$ cat config.mk
export PLATFORM = sky130hd
export DESIGN_NAME = sail_stdout_arbiter
export DESIGN_NICKNAME = d
export VERILOG_FILES = /design/src/rtl/sail_stdout_arbiter.sv
export SDC_FILE = /design/constraint.sdc
export NUM_CORES = 1
export LEC_CHECK = 0
export BUFFER_PORTS_ARGS = -buffer_cell sky130_fd_sc_hd__buf_2
export CAP_MARGIN = 20
export CORE_MARGIN = 5
export CORE_UTILIZATION = 53
export DETAILED_ROUTE_END_ITERATION = 6
export PLACE_DENSITY = 0.85
export SLEW_MARGIN = 20
export SYNTH_ARGS = -nofsm -noshare
export SYNTH_HDL_FRONTEND = slang
export SYNTH_SLANG_ARGS = --single-unit
export TNS_END_PERCENT = 1
$ cat constraint.sdc
create_clock -name in_clk -period 3.1 [get_ports in_clk]
set_input_delay 0.31 -clock in_clk [delete_from_list [all_inputs] [get_ports in_clk]]
set_output_delay 0.31 -clock in_clk [all_outputs]
set_load 0.02 [all_outputs]
$ cat src/rtl/sail_stdout_arbiter.sv
// sail_stdout_arbiter: round-robin sharing of one stdout byte sink between N_REQ message sources.
// Optional SAIL_PRINT_ENDLINE_EN appends 0x0A after every message.
module sail_stdout_arbiter #(
  parameter int N_REQ       = 4,
  parameter int MAX_MSG_LEN = 256
) (
  input  logic               in_clk,
  input  logic               in_reset_n,
  input  logic [N_REQ-1:0]   in_req_valid,
  input  logic [8*N_REQ-1:0] in_req_data,
  input  logic [N_REQ-1:0]   in_req_last,
  output logic [N_REQ-1:0]   out_req_ready,
  output logic               out_valid,
  output logic [7:0]         out_data,
  output logic               out_last,
  input  logic               in_ready,
  output logic [N_REQ-1:0]   out_grant,
  output logic               out_busy,
  output logic               out_trunc
);
  localparam int PW = (N_REQ > 1) ? $clog2(N_REQ) : 1;
  localparam int CW = $clog2(MAX_MSG_LEN + 1);
`ifdef SAIL_PRINT_ENDLINE_EN
  localparam bit ENDLINE = 1'b1;
`else
  localparam bit ENDLINE = 1'b0;
`endif
  typedef enum logic [1:0] {IDLE, STREAM, NEWLINE} state_t;
  state_t state, state_nx;
  logic [PW-1:0] ptr, g_idx, sel;
  logic [CW-1:0] cnt;
  logic slot_free, accept, byte_last, trunc, msg_end, arb, rel;
  logic [7:0] byte_data;
  // scan downwards so the lowest offset from ptr wins
  always_comb begin
    sel = ptr;
    for (int i = N_REQ - 1; i >= 0; i--)
      if (in_req_valid[(int'(ptr) + i) % N_REQ]) sel = PW'((int'(ptr) + i) % N_REQ);
  end
  assign slot_free     = !out_valid || in_ready;
  assign out_req_ready = (state == STREAM && slot_free) ? out_grant : '0;
  assign byte_data     = in_req_data[8*g_idx +: 8];
  assign byte_last     = in_req_last[g_idx];
  assign accept        = state == STREAM && slot_free && in_req_valid[g_idx];
  assign trunc         = accept && !byte_last && cnt == CW'(MAX_MSG_LEN - 1);
  assign msg_end       = accept && (byte_last || trunc);
  assign arb           = state == IDLE && |in_req_valid;
  assign rel           = state != IDLE && state_nx == IDLE;
  assign out_busy      = state != IDLE;
  always_comb begin
    state_nx = state;
    if (arb) state_nx = STREAM;
    else if (msg_end) state_nx = ENDLINE ? NEWLINE : IDLE;
    else if (state == NEWLINE && slot_free) state_nx = IDLE;
  end
  always_ff @(posedge in_clk or negedge in_reset_n)
    if (!in_reset_n) begin
      state     <= IDLE;
      ptr       <= '0;
      g_idx     <= '0;
      cnt       <= '0;
      out_grant <= '0;
      out_valid <= 1'b0;
      out_data  <= '0;
      out_last  <= 1'b0;
      out_trunc <= 1'b0;
    end else begin
      state     <= state_nx;
      out_trunc <= trunc;
      if (arb) begin
        out_grant <= N_REQ'(1) << sel;
        g_idx     <= sel;
      end else if (rel) begin
        out_grant <= '0;
        ptr       <= (g_idx == PW'(N_REQ - 1)) ? '0 : g_idx + 1'b1;
      end
      if (accept) cnt <= msg_end ? '0 : cnt + 1'b1;
      if (accept) begin
        out_valid <= 1'b1;
        out_data  <= byte_data;
        out_last  <= !ENDLINE && (byte_last || trunc);
      end else if (state == NEWLINE && slot_free) begin
        out_valid <= 1'b1;
        out_data  <= 8'h0A;
        out_last  <= 1'b1;
      end else if (in_ready) begin
        out_valid <= 1'b0;
      end
    end
endmodule

======== After elaboration in Yosys (flattened, before gate mapping) ========
Index checks and enable logic that the tools add are counted.
W data, S select, Z words.
storage, ports and cells
  flip-flop bits (word level) ............. 30
  output and inout bits ................... 20
cells by class
  reduce and logical (&&, ||, !) cells .... 23
  multiplexer cells ....................... 34
  add/subtract/negate cells ............... 5
  shift-type cells ........................ 2
  bitwise operators ....................... 4
  magnitude comparators ................... 5
  equal/unequal tests ..................... 4
operator list
  cell                   count
  $shiftx A32 B6 Y8      1
  $mux W2                8
  $mux W8                2
  $mux W1                14
  $bmux W1 S2            6
  $lt A3 B4 Y1 const B   3
  $mux W4                3
  $add A9 B1 Y9 const B  1
  $eq A9 B8 Y1 const B   1
  $mux W9                1
  $logic_and A1 B1 Y1    8
  $lt A2 B3 Y1 const B   2
  $reduce_bool A2 Y1     3
  $reduce_or A2 Y1       3
  $add A2 B1 Y2 const B  2
  $add A2 B2 Y2 const B  2
  $eq A2 B2 Y1 const B   2
  $logic_not A2 Y1       2
  $reduce_or A4 Y1       1
  $shl A1 B2 Y4 const A  1
  $and A1 B1 Y1 const A  3
  $reduce_bool A3 Y1     1
  $eq A2 B1 Y1 const B   1
  $logic_not A1 Y1       2
  other kinds (3)        4

======== Depth between registers and ports, before layout ========
Gate-level depths: netlist of the first run.
  depth in word-level cells ............... 14
  mapped depth ............................ 7

======== Least setup slack after synthesis of the first run ========
Ideal clock, no wire load.
  kind .................................... input port to flip-flop
  start point ............................. input port in_req_valid[1]
  end point ............................... register ptr[0]
  slack ................................... 1.285 ns
  required time ........................... 2.975 ns
  path buffers ............................ 1
  library setup time ...................... 0.125 ns
  data arrival time ....................... 1.690 ns
  stages .................................. 5
  path through ............................ buf_6 -> mux4_2 -> nand3_4 -> mux2i_4 -> mux2_4
between the ends
  word-level cells in the longest chain between the ends .. 12
  elaborated cells between the ends (all ways) .. 15
  those cells by class .................... 4 x mux; 1 x bitwise; 10 x reduce/logical
RTL lines
  item                                    RTL line  text
  start: declaration                      9         input logic [N_REQ-1:0] in_req_valid,
  $bmux W1 S2                             44        assign accept = state == STREAM && slot_free && in_req_valid[g_idx];
  $mux W1 (not written as such)           44
  $logic_and A1 B1 Y1                     44
  $logic_and A1 B1 Y1 (2 in a row)        45        assign trunc = accept && !byte_last && cnt == CW'(MAX_MSG_LEN - 1);
  $logic_or A1 B1 Y1                      46        assign msg_end = accept && (byte_last || trunc);
  $logic_and A1 B1 Y1                     46
  $mux W2                                 53        else if (msg_end) state_nx = ENDLINE ? NEWLINE : IDLE;
  $mux W2                                 52        if (arb) state_nx = STREAM;
  $logic_not A2 Y1                        48        assign rel = state != IDLE && state_nx == IDLE;
  $logic_and A1 B1 Y1                     48
  $reduce_and A2 Y1 (no source line) (*)  -
  end signal: assignment                  75        ptr <= (g_idx == PW'(N_REQ - 1)) ? '0 : g_idx + 1'b1;
  end: declaration                        30        logic [PW-1:0] ptr, g_idx, sel;
Every way passes the cells marked *; elsewhere a longest branch is shown, timed or not. The select of a mux whose other input is x is not followed.
A chain may end at the register's enable or synchronous reset.

======== Final worst setup path of the first run ========
  start point ............................. register g_idx[1]
  end point ............................... register ptr[1]
between the ends
  word-level cells in the longest chain between the ends .. 12
  elaborated cells between the ends (all ways) .. 18
  those cells by class .................... 1 x add/sub; 1 x eq/ne; 7 x mux; 9 x reduce/logical
RTL lines
  item                                                     RTL line  text
  start: declaration                                       30
  start signal: assignment                                 72        g_idx <= sel;
  $bmux W1 S2, on equally long branches                    44, 43
  $mux W1, on equally long branches                        44, 43
  $logic_and A1 B1 Y1 or $logic_not A1 Y1 (tied branches)  44, 45
  $logic_and A1 B1 Y1 (2 in a row)                         45
  $logic_or A1 B1 Y1                                       46
  $logic_and A1 B1 Y1                                      46
  $mux W2                                                  53
  $mux W2                                                  52
  $logic_not A2 Y1                                         48
  $logic_and A1 B1 Y1                                      48
  $reduce_and A2 Y1 (no source line)                       -
Several ways; a longest one is shown, not always the timed one. The select of a mux whose other input is x is not followed.

==> out/qor.yml, run 1 <==
cts_tree: "built"
grt_pass1_vias: 1538
yosysTopAreaCell: "dfrtp_1"
grt-ovfl-total: 0
start_util_pct: 55.6
status: "finished, final reports clean"
synth_nets: 194
clock-root-buffer: "clkbuf_4"
p_seq_share_pct: 33.0
rsz0062_at_grt: "false"
final-hold-violation-count: 0
fillers: 223
synth_common_cells: "30 x dfrtp_1, 16 x nand2_1, 10 x mux4_2"
grt_pass1_wl_um: 7040
max_slew.worst_pin.slew_ns: 0.654
multi_input_area_um2: 883
grt_max_degree: 31
clk_path_buf_depth: 2
netlist_instances: 148
firstDrtPassIters: 4
yosysTopAreaCellShare_pct: 44.2
finalClockSkew_ns: 0.00851
layout.nets: 259
finalSetupTns_ns: 0
num_rows: 20
synthArstFlopShare_pct: 100
synth_edf_count: 0
synth_area_leaders: "dfrtp_1 44%, mux4_2 13%, nand2_1 3.5%"
maxCapViolations: 0
ys_ff_latch: 30
crit_arrival_ns: 2.53
worstHoldPathType: "in -> reg"
clk_pin_slew_ns: 0.10
crit_required_ns: 3.33
slew_headroom_pct: 56.4
clk_latency_ns: 0.34
drt_first_iter_violations: 54
clock-sinks: 30
core-area_um2: 3050
finalCritPeriodShare_pct: 74.1
cts_buffers: 5
antenna_cells: 0
p_sw_w: 0.000815
finalWeightedCongestion: 0.889
portBuffers: 62
syn_area_um2: 1700
h-tree-depth: 2
grt_use_total_pct: 21.8
powerDensity_nw_per_um2: 916
yosysMostFrequentCell: "dfrtp_1"
wirelength_um: 4260
synth_warnings: 0
ios: 63
place_hpwl_um: 3330
layout-drive-gt1-share_pct: 41.6
peakVddDrop_v: 0.000526
p_leak_nw: 1.03
synthToLayoutAreaGrowth_pct: 24.9
p_int_w: 0.00113
worst_setup_path_end_kind: "flip-flop"
die_w_um: 66.6
cts_resized: 0
vias: 1486
antenna_found_initial: 0
clock_power_share_pct: 16.0
cp-start-kind: "flip-flop"
wire_per_inst_um: 16.5
ys_types: 38
period_needed_ns: 2.30
avgSynthCellArea_um2: 11.5
power_frac_comb_pct: 51.0
dieArea_um2: 4440
yosys_most_used_dff: "dfrtp_1"
crit_path_max_fanout: 16
ys_seq_area_share_pct: 44.2
seq_area_um2: 751
final_util_pct: 69.5
drc_errors: 0
critPathKind: "reg -> reg"
die_y_um: 66.6
fmax_ghz: 0.435
vias_per_cell: 5.76
sw_frac_of_total_pct: 41.9
slew_viol_final: 0
antenna_left: 0
setup_viol: 0
## state kept, by name, indices dropped and copies added (netlist names)
register   flops
cnt            9
out_data       8
out_grant      4
g_idx          2
ptr            2
state          2
out_last       1
out_trunc      1
out_valid      1
## worst paths after layout
check                                from           end  slack [ns]  cells past startpoint
setup / recovery                 g_idx[1]        ptr[1]        0.80                      4
hold / removal             in_req_last[3]     out_trunc        0.40                      3
setup reg to reg                 g_idx[1]        ptr[1]        0.80                      4
hold reg to reg                    cnt[1]        cnt[1]        0.52                      2
max in group asynchronous      in_reset_n      g_idx[0]        2.14                      2
min in group asynchronous      in_reset_n  out_grant[2]        0.53                      2
## area by class of cell
cell class                 instances  area share [%]
multi-input combinational        106            41.7
timing repair buffer              65            15.8
tap                               44            2.60
clock buffer                       5            1.77
clock inverter                     3            1.89
inverter                           5           0.885
sequential                        30            35.4
## power groups by stage
stage | sequential [W] | clock (W) | combinational [W]
4_1_cts | 0.000639 | 0.000318 | 0.000994
3_3_place_gp | 0.000633 | 0 | 0.000954
2_1_floorplan | 0.000720 | 0 | 0.000644
5_1_grt | 0.000660 | 0.000333 | 0.00107
3_5_place_dp | 0.000642 | 0 | 0.000989
6_report | 0.000641 | 0.000312 | 0.000991
## routing by layer
layer	GRT usage (%)	wire length, um	up-vias	share of wire, %
li1	-	-	691	-
met3	7.59	380	13	8.9
met5	0	0	-	0
met2	35.6	2070	78	49
met1	25.9	1710	704	40
met4	9.14	96	0	2.3
## cell usage in the layout, fill, tap and decap left out, types with 3 or more instances in the layout
| cell | instances |
|---|---|
| ha_1 | 3 |
| o22ai_1 | 3 |
| a21oi_1 | 5 |
| nor2b_1 | 5 |
| and3_1 | 6 |
| mux4_2 | 10 |
| a22o_1 | 6 |
| clkbuf_4 | 5 |
| nor2_1 | 7 |
| o32ai_1 | 4 |
| nand3_1 | 4 |
| or3_1 | 3 |
| inv_1 | 5 |
| o21ai_0 | 8 |
| buf_2 | 62 |
| o22a_1 | 3 |
| nand2_1 | 16 |
| dfrtp_1 | 30 |
## per-stage QoR
stage	total power [W]	worst slack (ns)	std cells	cell area (um^2)	hold WS (ns)
after CTS	0.00195	0.812	258	2120	0.388
after floorplan	0.00136	1.29	148	1700	0.0144
after global routing	0.00206	0.706	258	2120	0.404
final	0.00194	0.802	258	2120	0.404
after detailed placement	0.00163	0.822	249	2030	0.377
after global placement	0.00159	0.899	249	2030	0.367
## critical path, stage by stage, from the launching register on
cell and delay, ns:
dfrtp_1 0.64, mux4_2 0.64, nand3_4 0.22, mux2i_4 0.36, mux2_4 0.32
## cell families (layout without fill, tap and decap cells)
group                    Yosys count  in the layout  synth area share, %
AO/OA/AOI/OAI                     38             38                 16.5
XOR/XNOR                           2              2                 1.03
adder cells (fa/ha/maj)            3              3                 2.21
buffers and inverters             12             78                 3.76
flip-flops                        30             30                 44.2
multiplexers                      13             13                 16.4
AND/OR/NAND/NOR                   50             50                 15.9
## what timing repair did
action                    4_1_cts  5_1_grt
hold buffers                    1        0
setup buffers                   0        0
hold endpoints to repair       29        0
Note: power is estimated with default switching activity, not from simulation.
==> run 2: changes to the inputs <==
--- a/config.mk
+++ b/config.mk
@@ -5,12 +5,13 @@
 export SDC_FILE = /design/constraint.sdc
 export NUM_CORES = 1
 export LEC_CHECK = 0
+export ABC_AREA = 1
 export BUFFER_PORTS_ARGS = -buffer_cell sky130_fd_sc_hd__buf_2
 export CAP_MARGIN = 20
 export CORE_MARGIN = 5
-export CORE_UTILIZATION = 53
+export CORE_UTILIZATION = 50
 export DETAILED_ROUTE_END_ITERATION = 6
-export PLACE_DENSITY = 0.85
+export PLACE_DENSITY = 0.79
 export SLEW_MARGIN = 20
 export SYNTH_ARGS = -nofsm -noshare
 export SYNTH_HDL_FRONTEND = slang
==> constraint.sdc (replaced) <==
create_clock -name in_clk -period 2.2 [get_ports in_clk]
set_input_delay 0.22 -clock in_clk [delete_from_list [all_inputs] [get_ports in_clk]]
set_output_delay 0.22 -clock in_clk [all_outputs]
set_load 0.02 [all_outputs]
==> run 2 against run 1 <==
Net effect: maximum frequency rose by 25%; final area rose by 11%; combinational power fell by 91%; largest cell class unchanged; highest routed layer unchanged.
==> out/qor.yml, run 2 <==
top_regs: "cnt x9, out_data x8, out_grant x4"
wire_per_inst_um: 12.7  # -23%
layout-drive-gt1-share_pct: 29.6  # -12 points
start_util_pct: 51.7  # -3.9 points
clk_path_buf_depth: 2  # unchanged
clock_power_share_pct: 42.0  # +26 points
post_cts_buffers: 0  # unchanged
r2r_setup_slack_ns: 0.36  # -0.44 ns
yosys.area_share.simple_pct: 35.1  # +19 points
crit_required_ns: 2.35  # -0.98 ns
core-area_um2: 3690  # +21%
clk_latency_ns: 0.29  # -0.05 ns
slew_headroom_pct: 55.7  # -0.71 points
antenna_cells: 0  # unchanged
r2r-end: "state[0]"
ys_types: 31  # -18%
synthMuxAreaShare_pct: 0.525  # -16 points
portBuffers: 62  # unchanged
die_w_um: 71.8  # +7.8%
dieArea_um2: 5150  # +16%
max_slew.worst_pin.slew_ns: 0.665  # +0.0107 ns
synth_xor_area_share_pct: 1.84  # +0.80 points
power_frac_comb_pct: 8.1  # -43 points
grt_max_degree: 31  # unchanged
synth_edf_count: 0  # unchanged
crit_arrival_ns: 1.98  # -0.55 ns
synth_nets: 310  # +60%
grt_use_total_pct: 20.2  # -1.6 points
finalWeightedCongestion: 0.811  # -8.7%
yosysTopAreaCellShare_pct: 39.3  # -4.9 points
sw_frac_of_total_pct: 23.5  # -18 points
final_cell_mix: "76 x nand2_1, 62 x buf_2, 31 x nand3_1"
crit_path_max_fanout: 7  # -9
clk_pin_slew_ns: 0.07  # -0.03 ns
p_int_w: 0.000845  # -25%
grt_pass1_vias: 1937  # +26%
place_hpwl_um: 3640  # +9.2%
worstHoldPathType: "in -> reg"
synth_common_cells: "76 x nand2_1, 31 x nand3_1, 30 x dfrtp_1"
finalClockSkew_ns: 0.00337  # -0.00513 ns
synth_area_leaders: "dfrtp_1 39%, nand2_1 15%, nand3_1 8.1%"
p_sw_w: 0.000260  # -68%
avgSynthCellArea_um2: 7.23  # -37%
cts_buffers: 5  # unchanged
ys_ff_latch: 30  # unchanged
synth_top_family_by_area: "simple AND/OR/NAND/NOR gates"
peakVddDrop_v: 0.000255  # -51%
place_area_um2: 2250  # +11%
die_y_um: 71.8  # +7.8%
firstDrtPassIters: 4  # unchanged
final_area_um2: 2350  # +11%
ios: 63  # unchanged
critPathLaunch: "cnt[0]"
cts_tree: "built"
synthToLayoutAreaGrowth_pct: 23.3
h-tree-depth: 2  # unchanged
grt-ovfl-total: 0  # unchanged
design_power_total_w: 0.00111  # -43%
status: "finished, final reports clean"
worst_setup_path_end_kind: "flip-flop"
synthArstFlopShare_pct: 100  # unchanged
cts_resized: 0  # unchanged
post-place-cells: 370  # +49%
yosysTopAreaCell: "dfrtp_1"
final-hold-violation-count: 0  # unchanged
setup_viol: 0  # unchanged
p_seq_share_pct: 49.9  # +17 points
finalSetupTns_ns: 0  # unchanged
critPathKind: "reg -> reg"
p_leak_nw: 1.31  # +27%
maxCapViolations: 0  # unchanged
vias: 1890  # +27%
layout.nets: 376  # +45%
setup.worst_path.end: "state[0]"
synth_warnings: 0  # unchanged
slew_viol_final: 0  # unchanged
reg2reg_depth: 9  # +5
wirelength_um: 4810  # +13%
rsz0062_at_grt: "false"
cts_hold_buf: 1  # unchanged
r2r-start: "cnt[0]"
syn_area_um2: 1910  # +12%
netlist_instances: 264  # +78%
num_rows: 22  # +10%
fin_cells: 379  # +47%
finalCritPeriodShare_pct: 83.5  # +9.4 points
grt_pass1_wl_um: 8210  # +17%
synth_compound_area_share_pct: 11.6  # -4.9 points
final_common_cell: "nand2_1"
ys_seq_area_share_pct: 39.3  # -4.9 points
powerDensity_nw_per_um2: 470  # -49%
drc_errors: 0  # unchanged
yosys_most_used_dff: "dfrtp_1"
largest_reg_flops: 9  # unchanged
clock-sinks: 30  # unchanged
clock-root-buffer: "clkbuf_8"
synth_fa_ha_area_share_pct: 1.97  # -0.24 points
cp-start-kind: "flip-flop"
whs_ns: 0.267  # -0.137 ns
fillers: 344  # +54%
yosysMostFrequentCell: "nand2_1"
fmax_ghz: 0.544  # +25%
drt_first_iter_violations: 102  # +89%
period_needed_ns: 1.84  # -0.460 ns
largest-register: "cnt"
antenna_left: 0  # unchanged
antenna_found_initial: 0  # unchanged
vias_per_cell: 4.99  # -13%
[run 2: metal layers]
metal  global-route usage [%]  wire [um]  up-vias
met5                        0          0        -
met3                     6.17        282        8
li1                         -          -      970
met2                     34.5       2410       52
met1                     23.7       2040      860
met4                     7.72         83        0
[run 2: power by group through the flow]
stage / combinational (W) / sequential [W] / clock, W
after detailed placement: 0.0000892 / 0.000562 / 0
after global placement: 0.0000883 / 0.000562 / 0
after CTS: 0.0000906 / 0.000552 / 0.000467
final: 0.0000893 / 0.000552 / 0.000464
after global routing: 0.000102 / 0.000551 / 0.000485
after floorplan: 0.0000353 / 0.000562 / 0
[run 2: cell type report]
cell class,instances,area (um^2),share of cell area [%]
clock buffers,7,86.3,3.67
flip-flops and latches,30,751,31.9
inverters,36,135,5.74
clock inverters,1,5.00,0.213
well taps,48,60.1,2.55
multi-input cells,191,973,41.4
repair buffers,66,343,14.6
[run 2: cells by family (layout without fill, tap and decap cells)]
| logic type | Yosys count | in the layout |
|---|---|---|
| simple gates | 148 | 148 |
| buf+inv | 43 | 110 |
| compound gates | 35 | 35 |
| flops | 30 | 30 |
| xor+xnor | 4 | 4 |
| fa+ha+maj | 3 | 3 |
| mux | 1 | 1 |
[run 2: how the worst min path moves through the flow]
stage              startpoint           to  slack (ns)  depth (start not counted)
3_5_place_dp       in_reset_n       cnt[7]        0.30                          1
3_3_place_gp       in_reset_n     state[0]        0.29                          1
5_1_grt        in_req_data[4]  out_data[4]        0.32                          5
6_report       in_req_data[7]  out_data[7]        0.27                          5
2_1_floorplan      in_reset_n       cnt[0]       -0.08                          0
4_1_cts        in_req_data[6]  out_data[6]        0.26                          5
[run 2: worst max-delay path: stages (launching register included)]
cell and delay (ns):
dfrtp_1 0.38, ha_1 0.18, nand3_1 0.08, inv_1 0.07
nand3_1 0.09, nor3b_1 0.21, ha_1 0.17, inv_1 0.08
a21oi_2 0.31, o21ai_0 0.13
[run 2: metrics by stage]
stage	util [%]	setup slack, ns
3_5_place_dp	61.1	0.367
4_1_cts	63.8	0.328
5_1_grt	63.8	0.153
6_report	63.8	0.362
2_1_floorplan	-	0.586
3_3_place_gp	61.1	0.473
==> run 3: changes to the inputs <==
==> constraint.sdc (replaced) <==
create_clock -name in_clk -period 1.91 [get_ports in_clk]
set_input_delay 0.191 -clock in_clk [delete_from_list [all_inputs] [get_ports in_clk]]
set_output_delay 0.191 -clock in_clk [all_outputs]
set_load 0.02 [all_outputs]
==> run 3 against run 2 <==
Net effect: first-iteration DRC count decreased by 22%; count of clock-buffer cells in the layout did not move; global-route usage decreased by 1.1 points; clock power grew 12%; total power is 14% higher; worst setup slack got worse by 0.18 ns; sequential share of layout area decreased by 0.37 points; cell count grew 0.53%; worst hold slack got worse by 0.023 ns; critical path type unchanged.
==> out/qor.yml, run 3 (synthesis results as in run 2) <==
crit_required_ns: 2.09  # -0.26 ns
fmax_ghz: 0.580  # +6.6%
wire_per_inst_um: 12.0  # -5.8%
crit_arrival_ns: 1.90  # -0.08 ns
largest-register: "cnt"
multi_input_area_um2: 986  # +1.3%
fillers: 353  # +2.6%
vias_per_cell: 4.98  # about the same
holdPathStages: 5  # unchanged
worstHoldPathType: "in -> reg"
wirelength_um: 4560  # -5.3%
dieArea_um2: 5150  # unchanged
firstDrtPassIters: 4  # unchanged
peakVddDrop_v: 0.000259  # +1.7%
clk_path_buf_depth: 2  # unchanged
crit_path_max_fanout: 9  # +2
seq_area_um2: 751  # unchanged
die_y_um: 71.8  # unchanged
whs_ns: 0.245  # -0.0225 ns
status: "finished, final reports clean"
portBuffers: 62  # unchanged
cp-start-kind: "flip-flop"
antenna_cells: 0  # unchanged
place_hpwl_um: 3550  # -2.4%
finalCritPeriodShare_pct: 90.3  # +6.7 points
finalClockSkew_ns: 0.00371  # +0.000338 ns
ios: 63  # unchanged
slew_viol_final: 0  # unchanged
num_rows: 22  # unchanged
top_regs: "cnt x9, out_data x8, out_grant x4"
grt_max_degree: 31  # unchanged
maxCapViolations: 0  # unchanged
core-area_um2: 3690  # unchanged
p_leak_nw: 1.32  # +0.89%
start_util_pct: 51.7  # unchanged
final_cell_mix: "76 x nand2_1, 62 x buf_2, 31 x nand3_1"
final-hold-violation-count: 0  # unchanged
grt_pass1_vias: 1782  # -8.0%
finalWeightedCongestion: 0.794  # -2.1%
layout.nets: 378  # +0.53%
largest_reg_flops: 9  # unchanged
powerDensity_nw_per_um2: 528  # +13%
finalSetupTns_ns: 0  # unchanged
grt_use_total_pct: 19.1  # -1.1 points
clk_latency_ns: 0.28  # about the same
antenna_left: 0  # unchanged
drc_errors: 0  # unchanged
setup_viol: 0  # unchanged
antenna_found_initial: 0  # unchanged
grt-ovfl-total: 0  # unchanged
clock-root-buffer: "clkbuf_8"
clock-sinks: 30  # unchanged
die_w_um: 71.8  # unchanged
drt_first_iter_violations: 80  # -22%
vias: 1899  # +0.48%
period_needed_ns: 1.72  # -0.114 ns
cts_buffers: 5  # unchanged
grt_pass1_wl_um: 7740  # -5.7%
max_slew.worst_pin.slew_ns: 0.655  # -0.00950 ns
synthToLayoutAreaGrowth_pct: 24.8
worst_setup_path_end_kind: "flip-flop"
h-tree-depth: 2  # unchanged
reg2reg_depth: 9  # unchanged
critPathKind: "reg -> reg"
layout-drive-gt1-share_pct: 30.3  # +0.72 points
rsz0062_at_grt: "false"
clk_pin_slew_ns: 0.06  # about the same
final_common_cell: "nand2_1"
cts_tree: "built"
slew_headroom_pct: 56.3  # +0.63 points
## run 3: routing by layer
metal / up-vias / part of all wire (%) / GRT usage [%]
met3: 7 / 6.2 / 4.63
met4: 0 / 2.2 / 10.0
met1: 855 / 46 / 24.8
met2: 59 / 46 / 29.4
met5: - / 0 / 0
li1: 978 / - / -
## run 3: path summary, 6_finish.rpt
path | start | endpoint | slack, ns
worst min register to register | out_data[0] | out_data[0] | 0.47
max in group asynchronous | in_reset_n | cnt[3] | 1.01
worst max-delay path | g_idx[0] | out_data[0] | 0.19
min in group asynchronous | in_reset_n | cnt[4] | 0.47
worst min-delay path | in_req_data[6] | out_data[6] | 0.24
worst max register to register | g_idx[0] | out_data[0] | 0.19
## run 3: per-stage QoR
| step | setup WS [ns] | cells | utilization (%) | total power (W) | cell area (um^2) |
|---|---|---|---|---|---|
| global route | 0.00488 | 381 | 64.6 | 0.00132 | 2380 |
| global placement | 0.173 | 371 | 61.3 | 0.000748 | 2260 |
| floorplan | 0.296 | 264 | - | 0.000688 | 1910 |
| detailed placement | 0.0525 | 371 | 61.3 | 0.000749 | 2260 |
| CTS | 0.0423 | 380 | 64.0 | 0.00127 | 2360 |
| finish | 0.186 | 381 | 64.6 | 0.00126 | 2380 |
## run 3: report_power, final
group | total (W) | internal [W] | leakage (nW) | switching, W
logic | 0.000103 | 0.0000481 | 0.898 | 0.0000546
clock network | 0.000520 | 0.000290 | 0.0482 | 0.000230
registers | 0.000636 | 0.000636 | 0.378 | 0
## run 3: critical path: stages (launching register included)
cell and delay [ns]:
dfrtp_1 0.47, inv_1 0.20, nand2_1 0.12, nand3_2 0.10, nand2_1 0.09, nand3_2 0.15, nand2_2 0.19, inv_1 0.15
nand2_1 0.10, nand2_1 0.05
## run 3: repair_timing
action	CTS	global route
hold buffers	1	0
setup endpoints to repair	0	13
hold endpoints to repair	30	0
setup buffers	0	1
gates resized for setup	0	2
## run 3: layout make-up
type / instances / share of cell area (%)
multi-input combinational: 191 / 41.4
clock buffer: 7 / 3.63
timing repair buffer: 68 / 15.0
sequential: 30 / 31.5
inverter: 36 / 5.68
clock inverter: 1 / 0.210
tap: 48 / 2.52
